**config.mk**
```make
export PLATFORM = sky130hd
export DESIGN_NAME = run_controller
export DESIGN_NICKNAME = d
export VERILOG_FILES = /design/src/rtl/cpu_types.sv /design/src/rtl/run_controller.sv
export SDC_FILE = /design/constraint.sdc
export NUM_CORES = 1
export LEC_CHECK = 0
export CAP_MARGIN = 30
export CELL_PAD_IN_SITES_DETAIL_PLACEMENT = 2
export CELL_PAD_IN_SITES_GLOBAL_PLACEMENT = 2
export CORE_UTILIZATION = 30
export CTS_BUF_LIST = sky130_fd_sc_hd__clkbuf_8
export CTS_CLUSTER_SIZE = 40
export DETAILED_ROUTE_END_ITERATION = 8
export PLACE_DENSITY_LB_ADDON = 0.1
export SLEW_MARGIN = 20
export SYNTH_ARGS = -nofsm -noshare
export SYNTH_HDL_FRONTEND = slang
export SYNTH_SLANG_ARGS = --single-unit
```
**constraint.sdc**
```tcl
create_clock -name clk -period 2.9 [get_ports clk]
set_input_delay 0.58 -clock clk [delete_from_list [all_inputs] [get_ports clk]]
set_output_delay 0.58 -clock clk [all_outputs]
set_load 0.1 [all_outputs]
```
**src/rtl/cpu_types.sv**
```systemverilog
// Shared CPU-side types for run control.
// CpuError flag bundle and RunState encoding.
package cpu_types;

  typedef struct packed {
    logic decoder;
    logic alu;
  } CpuError;

  typedef enum logic [2:0] {
    IDLE,
    RESET,
    RUN,
    DRAIN,
    HALTED,
    FAULT
  } RunState;

  function automatic logic any_error(
    input CpuError e
  );
    return e.decoder | e.alu;
  endfunction

endpackage

```
**src/rtl/run_controller.sv**
```systemverilog
// Run sequencer: holds the CPU in reset, runs it, counts cycles, latches halt/fault.
// Ports: clk, reset(async low), start, step_mode, step, cpu_stop, cpu_error -> cpu_reset, cpu_clk_en, halted, fault, fault_code, cycle_count.
module run_controller
  import cpu_types::*;
#(
  parameter int unsigned RESET_CYCLES = 4,
  parameter int unsigned CNT_W        = 32
) (
  input  logic             clk,
  input  logic             reset,
  input  logic             start,
  input  logic             step_mode,
  input  logic             step,
  input  logic             cpu_stop,
  input  CpuError          cpu_error,
  output logic             cpu_reset,
  output logic             cpu_clk_en,
  output logic             halted,
  output logic             fault,
  output CpuError          fault_code,
  output logic [CNT_W-1:0] cycle_count
);

  localparam int unsigned RW =
    (RESET_CYCLES > 1) ? $clog2(RESET_CYCLES) : 1;
  localparam logic [RW-1:0] HOLD_LOAD =
    RW'(RESET_CYCLES - 1);

  RunState       state_q;
  RunState       state_d;
  logic [RW-1:0] hold_q;
  logic          step_mode_q;
  logic          launch;
  logic          run_en;
  logic          count_en;
  logic          err_hit;

  assign launch = (state_q == IDLE) && start;

  // In step mode the CPU only advances on a step pulse;
  // exits are judged on those same cycles.
  assign run_en = (state_q == RUN) &&
                  (!step_mode_q || step);

  assign err_hit = run_en && any_error(cpu_error);

  assign count_en = run_en || (state_q == DRAIN);

  assign cpu_clk_en = (state_q == RESET) ||
                      (state_q == DRAIN) ||
                      run_en;

  always_comb begin
    state_d = state_q;
    unique case (state_q)
      IDLE: begin
        if (start) state_d = RESET;
      end
      RESET: begin
        if (hold_q == '0) state_d = RUN;
      end
      RUN: begin
        if (err_hit) begin
          state_d = FAULT;
        end else if (run_en && cpu_stop) begin
          state_d = DRAIN;
        end
      end
      DRAIN: begin
        state_d = HALTED;
      end
      HALTED, FAULT: begin
        if (!start) state_d = IDLE;
      end
      default: begin
        state_d = IDLE;
      end
    endcase
  end

  always_ff @(posedge clk or negedge reset) begin
    if (!reset) begin
      state_q   <= IDLE;
      cpu_reset <= 1'b1;
    end else begin
      state_q   <= state_d;
      cpu_reset <= (state_d == IDLE) ||
                   (state_d == RESET);
    end
  end

  always_ff @(posedge clk or negedge reset) begin
    if (!reset) begin
      step_mode_q <= 1'b0;
    end else if (state_q == IDLE) begin
      step_mode_q <= step_mode;
    end
  end

  always_ff @(posedge clk or negedge reset) begin
    if (!reset) begin
      hold_q <= '0;
    end else if (launch) begin
      hold_q <= HOLD_LOAD;
    end else if ((state_q == RESET) &&
                 (hold_q != '0)) begin
      hold_q <= hold_q - RW'(1);
    end
  end

  always_ff @(posedge clk or negedge reset) begin
    if (!reset) begin
      cycle_count <= '0;
    end else if (launch) begin
      cycle_count <= '0;
    end else if (count_en) begin
      cycle_count <= cycle_count + CNT_W'(1);
    end
  end

  always_ff @(posedge clk or negedge reset) begin
    if (!reset) begin
      halted     <= 1'b0;
      fault      <= 1'b0;
      fault_code <= '0;
    end else if (launch) begin
      halted     <= 1'b0;
      fault      <= 1'b0;
      fault_code <= '0;
    end else begin
      if (state_q == DRAIN) halted <= 1'b1;
      if (err_hit) begin
        fault      <= 1'b1;
        fault_code <= cpu_error;
      end
    end
  end

endmodule

```
==> results.md <==
Timing:
- For this run, the top clock speed supported by timing is 417 MHz.
- The worst clock skew is 0.00687 ns.
- The shortest period the worst path allows is 2.40 ns.
- The post-route setup TNS is 0 ns.
- Setup violations remaining at the end of the flow were counted as 0.
- Setup repair after global routing left no endpoint under its margin.
- The final number of hold-violating endpoints was 0.
- The slew at the pin with the worst max-slew slack is 0.658 ns.
- The worst slew slack as a fraction of its limit is 0.558.
- The count of pins over their slew limit is 0.
- In the finished design, the share of the clock period the worst path needs comes to 0.828.

Floorplanning:
- The initial utilization of the core area, before any placement, comes to 0.316.
- The floorplan core area is 7370 um2.
- The count of pins on the block boundary is 46.
- The total number of placement rows is 31.
- The die is 90.1 um wide.
- The die area is 8110 um2.
- The die span in y is 90.1 um.

Critical path:
- Data on the critical path is required at its endpoint by 2.32 ns.
- Of all nets on the critical path, the largest fanout is 14.
- STA classifies the critical path endpoint as an output pin.
- The kind of start point of the critical path is a flip-flop.
- Data arrives at the worst endpoint at 1.82 ns.
- The largest individual stage delay along the critical path comes from the cell dfrtp_1.
- The worst register-to-register path begins at state_q[1].
- The critical path goes through nor3b_1 -> nand2_1 -> nand2_1 -> buf_12.
- The worst setup path is of the reg2out kind.
- The critical path's most frequent cell is nand2_1.
- On the worst path, the slowest cell contributes a delay of 0.55 ns.
- The critical path startpoint is state_q[0].

Synthesis:
- The synthesized netlist cell count is 256.
- By area the synthesized netlist is led by dfrtp_1 (45%), a21oi_1 (5.6%), or4_1 (4.5%).
- Of all flip-flops after synthesis, the portion carrying an async set or reset was 1.00.
- The commonest cells after synthesis are dfrtp_1 (42), nand2_1 (27), a21oi_1 (26).
- Counting flops with a built-in enable in the synthesized netlist gives 0.
- The fraction of the yosys area taken by sequential cells is 0.463.
- During synthesis, Yosys emitted a total of 0 warnings.
- The post-synthesis register bit count is 43.
- In this run the cell area of the synthesized design comes to 2330 um2.
- The net count after synthesis is 266.
- In the post-synthesis netlist, the cell with the most instances is dfrtp_1.
- The area share of the leading cell type in the synthesized netlist is 0.452.
- Yosys mapped the design onto 37 distinct sky130hd cell types.
- The dominant cell type by area after synthesis is dfrtp_1.
- After synthesis, the mean cell area works out to 9.09 um2.
- For this run, the leading register cell type out of synthesis is dfrtp_1.

Clock tree:
- The root cell of the clock tree is clkbuf_8.
- The CTS tree is yes.
- Once the clock tree was built, the resizer swapped 0 gates to a different size.
- The number of buffers added by the clock tree synthesis step is 5.
- The later pin in the worst-skew pair is clocked with a latency of 0.30 ns.
- The clock-pin slew on the worst setup and hold paths is 0.09 ns.
- The number of hold buffers added after CTS was 0.
- The longest clock path from root to sink contains 2 buffers.
- The post-CTS setup-driven buffer insertion count is 0.
- The total clock sinks is 43.
- The number of H-tree branching levels is 2.

Placed design:
- Summed over all nets, the half-perimeter wirelength after detailed placement is 4.70 mm.
- The quantity of I/O buffers inserted on ports is 45.
- Routability-driven placement finished with a final weighted congestion of 0.677.

Power:
- Dividing total power by cell area gives a power density of 732 nW/um2.
- Of the total power, the share spent switching nets is 0.461.
- The net switching power figure is 0.975 mW.
- Of the total power, combinational logic draws 0.455.
- Across the VDD grid, the largest voltage drop is 0.000549 V.
- Of the total power, registers draw 0.365.
- The clock power share is 0.180.
- The internal power is 1.14 mW.
- For this design the static power due to leakage is 1.23 nW.

Min path:
- The type of the worst min-delay path is in2async.

GRT:
- Across every metal layer, demand over resource in global routing totals 0.177.
- The largest net degree at the start of global routing is 36.
- The remaining global-route overflow is 0.
- The first global-routing pass estimated 11.5 mm of wire.
- The via count of the first global-routing pass is 2233.
- The number of antenna violations at the first check in global routing is 0.

Cells and area:
- Of the cells placed in the final design, the portion with a size suffix greater than 1 is 0.209.
- The area added between synthesis and finish is 24.4%.
- At the end of the flow, the number of nets in the layout was 310.
- The number of antenna diodes in the final layout is 0.
- The utilization after layout is 0.393.

Route:
- The count of unresolved DRC violations after routing is 0.
- In the final routed layout, each cell accounts on average for 16.7 um.
- The total wire length is 6.67 mm.
- The number of DRC markers in iteration 0 is 65.
- Using the TritonRoute via totals, the vias-per-cell ratio works out to 5.43.
- The count of nets left with antenna violations once routing finished came out at 0.
- The first-pass detailed-route iteration total is 4.
- The final route contains 2170 vias.

Status:
- The flow ran to the end, and the final reports show no timing, DRC or antenna violations.

Run:
- Max-cap violations in this run came to 0.
worst max-delay path, delay by kind of cell, from the launching register on:
family	cells	cell delay [ns]
and+or+nand+nor	3	0.79
DFF	1	0.55
buffers and inverters	1	0.18
area by class of cell:
class	count	area (um2)
Fill cell	837	4480
Clock buffer	5	68.8
Timing Repair Buffer	51	420
Sequential cell	43	1080
Clock inverter	3	12.5
Multi-Input combinational cell	192	1160
Inverter	7	26.3
Tap cell	99	124
registers in the layout, summed over array words and instances (netlist names):
signal,flops
cycle_count,32
state_q,3
fault_code,2
hold_q,2
cpu_reset,1
fault,1
halted,1
step_mode_q,1
per-stage QoR:
stage / hold slack, ns / power, mW / instances / instance area, um2 / setup WS [ns]
final: 0.180 / 2.12 / 400 / 2890 / 0.499
after global routing: 0.209 / 2.25 / 400 / 2890 / 0.329
after CTS: 0.193 / 2.15 / 400 / 2890 / 0.475
after detailed placement: 0.516 / 1.76 / 392 / 2810 / 0.233
after global placement: 0.489 / 1.75 / 392 / 2810 / 0.277
after floorplan: 0.284 / 1.48 / 256 / 2330 / 0.248
metal layers:
layer / track usage / vias to the layer above / wire (um)
met3: 0.0321 / 8 / 191
li1: - / 1029 / -
met1: 0.221 / 1104 / 3100
met4: 0.0605 / 0 / 95
met2: 0.305 / 29 / 3290
met5: 0 / - / 0
final timing paths:
path / to / slack, ns / cells after the start
max reg2reg: cycle_count[23] / 0.56 / 5
min in group clk: fault_code[0] / 0.53 / 2
min reg2reg: fault_code[0] / 0.53 / 2
min: cycle_count[26] / 0.18 / 1
max in group asynchronous: cycle_count[29] / 1.99 / 2
max: cpu_clk_en / 0.50 / 4
logic make-up (layout without fill, tap and decap cells):
group | Yosys count | count (layout) | synth area share
and+or+nand+nor | 123 | 123 | 0.292
AOI/OAI and AO/OA | 52 | 52 | 0.134
DFF | 43 | 43 | 0.463
buffers and inverters | 21 | 66 | 0.0387
muxes | 8 | 8 | 0.0350
xor gates and xnor gates | 7 | 7 | 0.0264
adders and majority gates | 2 | 2 | 0.0108
power by group through the flow:
stage,combinational (mW),clock [mW],sequential (mW)
2_1_floorplan,0.472,0,1.00
3_3_place_gp,0.966,0,0.783
3_5_place_dp,0.975,0,0.785
4_1_cts,0.978,0.401,0.774
5_1_grt,1.04,0.417,0.789
6_report,0.964,0.381,0.773
placed cells by master (no fill, tap or decap), drive strengths merged, types with 3 or more instances in the layout:
cell type | netlist | routed
o31ai | 12 | 12
nand2 | 27 | 27
nor3 | 4 | 4
inv | 7 | 9
or2 | 5 | 5
clkbuf | 10 | 5
or4 | 15 | 15
xnor2 | 7 | 7
or3 | 3 | 3
buf | 4 | 45
a21oi | 26 | 26
nand4 | 7 | 7
nand2b | 4 | 4
mux2i | 7 | 7
clkdlybuf4s50 | 0 | 6
nor4 | 9 | 9
nor2 | 21 | 21
nand3 | 15 | 15
o21ai | 7 | 7
dfrtp | 42 | 42
(Power assumes the default switching activity.)
